File: src/rtl/pe_array_seq.sv
// -----------------------------------------------------------------------------
// pe_array_seq
//
// Tile sequencer for an output-stationary N x N systolic array of PE_D
// diagonal elements. One accepted start command runs one tile:
//
//   IDLE -> CLEAR -> FEED (K cycles) -> FLUSH (2N-2) -> SETTLE -> EJECT -> DONE
//
// A tile with K = 0 skips FEED, FLUSH and SETTLE. The array then ejects the
// zeros left by the clear, and no BRAM reads are issued.
//
// The BRAM read latency is one cycle. For that reason the array-side enables
// are registered copies of the FSM phase, so they line up with the read data.
//
// Ports
//   clk, rst            clock (rising edge), synchronous active-high reset
//   start               command strobe, sampled only in IDLE
//   cfg_k               reduction length K (number of MAC steps)
//   cfg_ifmap_base      first ifmap BRAM address
//   cfg_weight_base     first weight BRAM address
//   busy                high in every state except IDLE
//   done                one-cycle pulse when a tile completes
//   ifmap_rd_en/addr    ifmap BRAM read port
//   weight_rd_en/addr   weight BRAM read port
//   en_in, en_psum      array input-register / accumulate enables
//   clear_psum          array accumulator clear
//   en_out              array output shift enable (the handshake itself)
//   ifmap_sel_ctrl      per-diagonal source select, 1 = BRAM, 0 = neighbour
//   feed_zero           edge muxes inject zeros while the wavefront flushes
//   output_eject_ctrl   array is in output-passing mode
//   out_valid/ready     row handshake towards writeback
//   out_row             index of the row currently presented
// -----------------------------------------------------------------------------
module pe_array_seq #(
  parameter int N  = 4,
  parameter int KW = 10,
  parameter int AW = 10,
  parameter int RW = 2
) (
  input  logic          clk,
  input  logic          rst,
  input  logic          start,
  input  logic [KW-1:0] cfg_k,
  input  logic [AW-1:0] cfg_ifmap_base,
  input  logic [AW-1:0] cfg_weight_base,
  output logic          busy,
  output logic          done,
  output logic          ifmap_rd_en,
  output logic [AW-1:0] ifmap_rd_addr,
  output logic          weight_rd_en,
  output logic [AW-1:0] weight_rd_addr,
  output logic          en_in,
  output logic          en_psum,
  output logic          clear_psum,
  output logic          en_out,
  output logic [N-1:0]  ifmap_sel_ctrl,
  output logic          feed_zero,
  output logic          output_eject_ctrl,
  output logic          out_valid,
  input  logic          out_ready,
  output logic [RW-1:0] out_row
);

  // The flush counter runs 0 .. 2N-3, so it needs clog2(2N-1) bits.
  localparam int            FW         = $clog2(2 * N - 1);
  localparam logic [FW-1:0] FLUSH_LAST = FW'(2 * N - 3);
  localparam logic [RW-1:0] ROW_LAST   = RW'(N - 1);

  typedef enum logic [2:0] {
    S_IDLE,
    S_CLEAR,
    S_FEED,
    S_FLUSH,
    S_SETTLE,
    S_EJECT,
    S_DONE
  } state_t;

  state_t        state_q, state_d;

  // Command latched at start. The cfg_* inputs are not looked at again
  // until the next accepted start.
  logic [KW-1:0] k_q;
  logic [AW-1:0] ifmap_addr_q;
  logic [AW-1:0] weight_addr_q;

  logic [KW-1:0] step_q;
  logic [FW-1:0] flush_q;
  logic [RW-1:0] row_q;

  // The array-side controls trail the FSM by one cycle because of the
  // BRAM read latency.
  logic          win_d_q;    // previous state was FEED or FLUSH
  logic          feed_d_q;   // previous state was FEED
  logic          flush_d_q;  // previous state was FLUSH

  logic          last_step;
  logic          last_flush;
  logic          last_row;
  logic          xfer;

  assign last_step  = (step_q == k_q - KW'(1));
  assign last_flush = (flush_q == FLUSH_LAST);
  assign last_row   = (row_q == ROW_LAST);
  assign xfer       = (state_q == S_EJECT) && out_ready;

  // ---------------------------------------------------------------------------
  // State and counter registers
  // ---------------------------------------------------------------------------
  // NOTE: sequential state uses non-blocking assignments only. Every
  // register samples the pre-edge values, so the order of statements in
  // this block cannot change what is stored.
  always_ff @(posedge clk) begin
    if (rst) begin
      state_q       <= S_IDLE;
      k_q           <= '0;
      ifmap_addr_q  <= '0;
      weight_addr_q <= '0;
      step_q        <= '0;
      flush_q       <= '0;
      row_q         <= '0;
      win_d_q       <= 1'b0;
      feed_d_q      <= 1'b0;
      flush_d_q     <= 1'b0;
    end else begin
      state_q   <= state_d;
      win_d_q   <= (state_q == S_FEED) || (state_q == S_FLUSH);
      feed_d_q  <= (state_q == S_FEED);
      flush_d_q <= (state_q == S_FLUSH);

      case (state_q)
        S_IDLE: begin
          if (start) begin
            k_q           <= cfg_k;
            ifmap_addr_q  <= cfg_ifmap_base;
            weight_addr_q <= cfg_weight_base;
            step_q        <= '0;
            flush_q       <= '0;
            row_q         <= '0;
          end
        end
        S_FEED: begin
          // The addresses wrap modulo 2^AW by design.
          step_q        <= step_q + KW'(1);
          ifmap_addr_q  <= ifmap_addr_q + AW'(1);
          weight_addr_q <= weight_addr_q + AW'(1);
        end
        S_FLUSH: begin
          flush_q <= flush_q + FW'(1);
        end
        S_EJECT: begin
          // Return to row 0 explicitly, so that N need not be a power of two.
          if (xfer) begin
            row_q <= last_row ? '0 : row_q + RW'(1);
          end
        end
        default: ;
      endcase
    end
  end

  // ---------------------------------------------------------------------------
  // Next-state and output decode
  // ---------------------------------------------------------------------------
  // NOTE: every signal written here gets a default value first. Then no path
  // through the case leaves a signal unassigned, so no latch is inferred.
  always_comb begin
    state_d           = state_q;
    busy              = (state_q != S_IDLE);
    done              = 1'b0;
    clear_psum        = 1'b0;
    ifmap_rd_en       = 1'b0;
    weight_rd_en      = 1'b0;
    ifmap_rd_addr     = '0;
    weight_rd_addr    = '0;
    output_eject_ctrl = 1'b0;
    out_valid         = 1'b0;
    en_out            = 1'b0;
    en_in             = win_d_q;
    en_psum           = win_d_q;
    ifmap_sel_ctrl    = {N{feed_d_q}};
    feed_zero         = flush_d_q;
    out_row           = row_q;

    case (state_q)
      S_IDLE: begin
        if (start) state_d = S_CLEAR;
      end
      S_CLEAR: begin
        clear_psum = 1'b1;
        state_d    = (k_q == '0) ? S_EJECT : S_FEED;
      end
      S_FEED: begin
        ifmap_rd_en    = 1'b1;
        weight_rd_en   = 1'b1;
        ifmap_rd_addr  = ifmap_addr_q;
        weight_rd_addr = weight_addr_q;
        if (last_step) state_d = S_FLUSH;
      end
      S_FLUSH: begin
        if (last_flush) state_d = S_SETTLE;
      end
      S_SETTLE: begin
        // This extra cycle lets the last delayed en_in drop before
        // output_eject_ctrl rises, so the two are never high together.
        state_d = S_EJECT;
      end
      S_EJECT: begin
        output_eject_ctrl = 1'b1;
        out_valid         = 1'b1;
        en_out            = out_ready;
        if (xfer && last_row) state_d = S_DONE;
      end
      S_DONE: begin
        // A start seen in this cycle is ignored. It is taken in IDLE at
        // the earliest.
        done    = 1'b1;
        state_d = S_IDLE;
      end
      default: state_d = S_IDLE;
    endcase
  end

endmodule

File: config.mk
export PLATFORM = sky130hd
export DESIGN_NAME = pe_array_seq
export DESIGN_NICKNAME = d
export VERILOG_FILES = /design/src/rtl/pe_array_seq.sv
export SDC_FILE = /design/constraint.sdc
export NUM_CORES = 1
export LEC_CHECK = 0
export BUFFER_PORTS_ARGS = -buffer_cell sky130_fd_sc_hd__buf_2
export CELL_PAD_IN_SITES_DETAIL_PLACEMENT = 0
export CELL_PAD_IN_SITES_GLOBAL_PLACEMENT = 1
export CORE_ASPECT_RATIO = 0.9
export CORE_UTILIZATION = 40
export DETAILED_ROUTE_END_ITERATION = 6
export PLACE_DENSITY_LB_ADDON = 0.1
export REMOVE_ABC_BUFFERS = 1
export SYNTH_ARGS = -nofsm -noshare
export SYNTH_HDL_FRONTEND = slang
export SYNTH_SLANG_ARGS = --single-unit
File: constraint.sdc
create_clock -name clk -period 4.55 [get_ports clk]
set_input_delay 0.2275 -clock clk [delete_from_list [all_inputs] [get_ports clk]]
set_output_delay 0.2275 -clock clk [all_outputs]
set_load 0.02 [all_outputs]
==> flow_metrics.env <==
export IMPL_path_max_fanout=23
export IMPL_cts_hold_buffers=0
export IMPL_reg2reg_slack_ns=1.95
export IMPL_reg2reg_depth=5
export IMPL_min_from="cfg_ifmap_base[4]"
export IMPL_grt_start_max_net_pins=52
export IMPL_outcome="finished, final reports clean"
export IMPL_cts_made_buffers=5
export IMPL_ios=71
export IMPL_clock_fmax_ghz=0.384
export IMPL_die_h_microns=84.9
export IMPL_cts_resized=0
export IMPL_synthAdderAreaFrac_pct=2.87
export IMPL_wl_microns=7460
export IMPL_ys_types=57
export IMPL_dr_total_vias=2975
export IMPL_seq_power_share_pct=38.5
export IMPL_layout_nets=494
export IMPL_root_buffer="clkbuf_8"
export IMPL_final_common_cell="buf_2"
export IMPL_synthArstFlopShare_pct=0
export IMPL_fp_dieArea_sq_um=7980
export IMPL_clkLatencyLatePin_ns=0.30
export IMPL_rsz0062_at_grt="false"
export IMPL_synth_ff_type="dfxtp_1"
export IMPL_hold_class="input pin to flop"
export IMPL_gr_usage_all_layers_pct=19.8
export IMPL_multi_input_area_sq_um=1810
export IMPL_grt_pass1_wl_microns=12700
export IMPL_cts_tree="yes"
export IMPL_drt_iter0_drc=101
export IMPL_p_sw_share_pct=44.5
export IMPL_synth_top_cell_by_area="dfxtp_1"
export IMPL_path_clk_slew_ns=0.10
export IMPL_tns_ns=0
export IMPL_r2r_end="ifmap_addr_q[2]"
export IMPL_yosys_area_share_simple_pct=31.0
export IMPL_coreArea_sq_um=7220
export IMPL_firstDrtPassIters=5
export IMPL_critPathLaunch="state_q[2]"
export IMPL_max_cap_viol_count=0
export IMPL_p_int_uw=942
export IMPL_yosysTopAreaCellShare_pct=33.5
export IMPL_cts_htree_levels=2
export IMPL_grt_pass1_vias=2673
export IMPL_cts_max_path_buffers=2
export IMPL_skew_ns=0.00968
export IMPL_wl_per_cell_microns=13.7
export IMPL_seq_area_frac_synth_pct=33.5
export IMPL_p_leak_nw=1.43
export IMPL_synthCells=411
export IMPL_slew_violations=0
export IMPL_end_kind="flop"
export IMPL_dpl_cell_area_sq_um=3360
export IMPL_post_cts_setup_buffers=0
export IMPL_setup_viol=0
export IMPL_ys_seq_elements=51
export IMPL_antenna_found_initial=0
export IMPL_nFillCells=760
export IMPL_synth_xor_area_share_pct=4.18
export IMPL_viasPerCell=5.45
export IMPL_postSynthAreaPerCell_sq_um=7.43
export IMPL_place_inst=539
export IMPL_n_antenna_cell=0
export IMPL_grt_overflow_total=0
export IMPL_pwr_share_comb_pct=45.2
export IMPL_dp_hpwl_microns=5040
export IMPL_pre_cts_ws_ns=1.94
export IMPL_setup_slack_ns=1.95
export IMPL_dieWidth_microns=94.1
export IMPL_period_minus_slack_ns=2.60
export IMPL_synth_compound_area_share_pct=20.5
export IMPL_fin_area_sq_um=3450
export IMPL_muxShareOfSynthArea_pct=0.738
export IMPL_cts_sinks=51
export IMPL_hold_violations=0
export IMPL_synth_area_top_cells="dfxtp_1 33%, nand2_1 7.3%, nor2_1 6.6%"
export IMPL_r2r_start="state_q[2]"
export IMPL_mappedNetlistArea_sq_um=3050
export IMPL_portBuffers=70
export IMPL_critPathKind="flop to flop"
export IMPL_layout_drive_gt1_share_pct=20.8
export IMPL_cellPowerDensity_nw_per_um2=492
export IMPL_whs_endpoint="ifmap_addr_q[4]"
export IMPL_clkPwrFrac_pct=16.3
export IMPL_area_growth_pct=13.0
export IMPL_p_sw_uw=756
export IMPL_arrival_ns=2.77
export IMPL_worstMarginPinSlew_ns=1.15
export IMPL_final_cells=546
export IMPL_ys_warnings_count=0
export IMPL_start_util_pct=42.3
export IMPL_gp_congestion=0.789
export IMPL_num_rows=29
export IMPL_synth_top_family_by_area="simple AND/OR/NAND/NOR gates"
export IMPL_cp_required_ns=4.72
export IMPL_crit_path_start_kind="flop"
export IMPL_drc_errors=0
export IMPL_ir_drop_v=0.000307
export IMPL_layout_common_cells="70 x buf_2, 59 x nand2_1, 53 x nor2_1"
export IMPL_whs_path_depth=3
export IMPL_layout_area_seq_sq_um=1020
export IMPL_synth_edff_count=0
export IMPL_maxSlewHeadroom_pct=23.5
export IMPL_fin_crit_sh_pct=57.2
export IMPL_ant_nets=0
sequential cells by signal, summed over array words and instances, names as in the netlist:
name	flops
en_in	1
feed_d_q	1
feed_zero	1
flush_q	3
ifmap_addr_q	10
k_q	10
out_row	2
state_q	3
step_q	10
weight_addr_q	10
stage by stage:
stage               power (mW)  hold slack, ns  util [%]
floorplan                 1.19           0.297         -
global placement          1.42           0.468      46.6
detailed placement        1.43           0.475      46.6
CTS                       1.71           0.149      47.8
global route              1.84           0.146      47.8
finish                    1.70           0.151      47.8
worst max-delay path by stage:
stage	to	slack, ns	cells after the start
5_1_grt	weight_addr_q[5]	1.75	5
3_3_place_gp	ifmap_addr_q[2]	1.96	5
3_5_place_dp	ifmap_addr_q[2]	1.94	5
4_1_cts	ifmap_addr_q[2]	1.93	5
2_1_floorplan	step_q[8]	1.86	6
6_report	ifmap_addr_q[2]	1.95	5
cells in the mapped netlist (3+ instances only):
master / n
a211oi_1: 8
or3_1: 5
xor2_1: 5
nor2_1: 54
a21oi_1: 21
a222oi_1: 6
nor3_1: 17
ha_1: 7
xnor2_1: 7
nand4_1: 4
and2_1: 20
or2_2: 3
o211ai_1: 4
a221oi_1: 4
clkbuf_1: 24
nor2b_1: 3
nand3_1: 16
buf_2: 3
buf_4: 7
a31oi_1: 11
nand2_1: 59
o31ai_1: 3
inv_1: 9
dfxtp_1: 51
o21ai_0: 18
power by group through the flow:
stage	Sequential (mW)	Combinational (mW)	Clock [mW]
global route	0.674	0.863	0.301
finish	0.654	0.767	0.276
CTS	0.654	0.772	0.282
detailed placement	0.664	0.768	0
floorplan	0.644	0.544	0
global placement	0.662	0.760	0
area by class of cell:
class | instances | share of cell area, %
inverter | 10 | 1.09
timing repair buffer | 73 | 10.8
clock inverter | 1 | 0.145
multi-input combinational | 312 | 52.6
sequential | 51 | 29.6
tap | 93 | 3.37
clock buffer | 6 | 2.39
worst max-delay path, stage by stage (launching register included):
cell and delay, ns:
dfxtp_1 0.44, or4b_2 1.00, nand2_1 0.52, o21ai_0 0.17, a221oi_1 0.27, nor2_1 0.06
cells by family after synthesis:
kind of cell / Yosys count
adder cells (fa/ha/maj): 7
AO/OA/AOI/OAI: 92
buffers and inverters: 48
AND/OR/NAND/NOR: 198
flip-flops: 51
multiplexers: 2
XOR/XNOR: 13
layer usage:
metal	vias up	wire [microns]	GRT usage [%]	part of all wire (%)
li1	1524	-	-	-
met1	1373	3910	28.8	52
met2	71	3190	30.9	43
met3	7	294	2.96	3.9
met4	0	60	4.20	0.80
met5	-	0	0	0
Power figures use the tool's default switching activity.
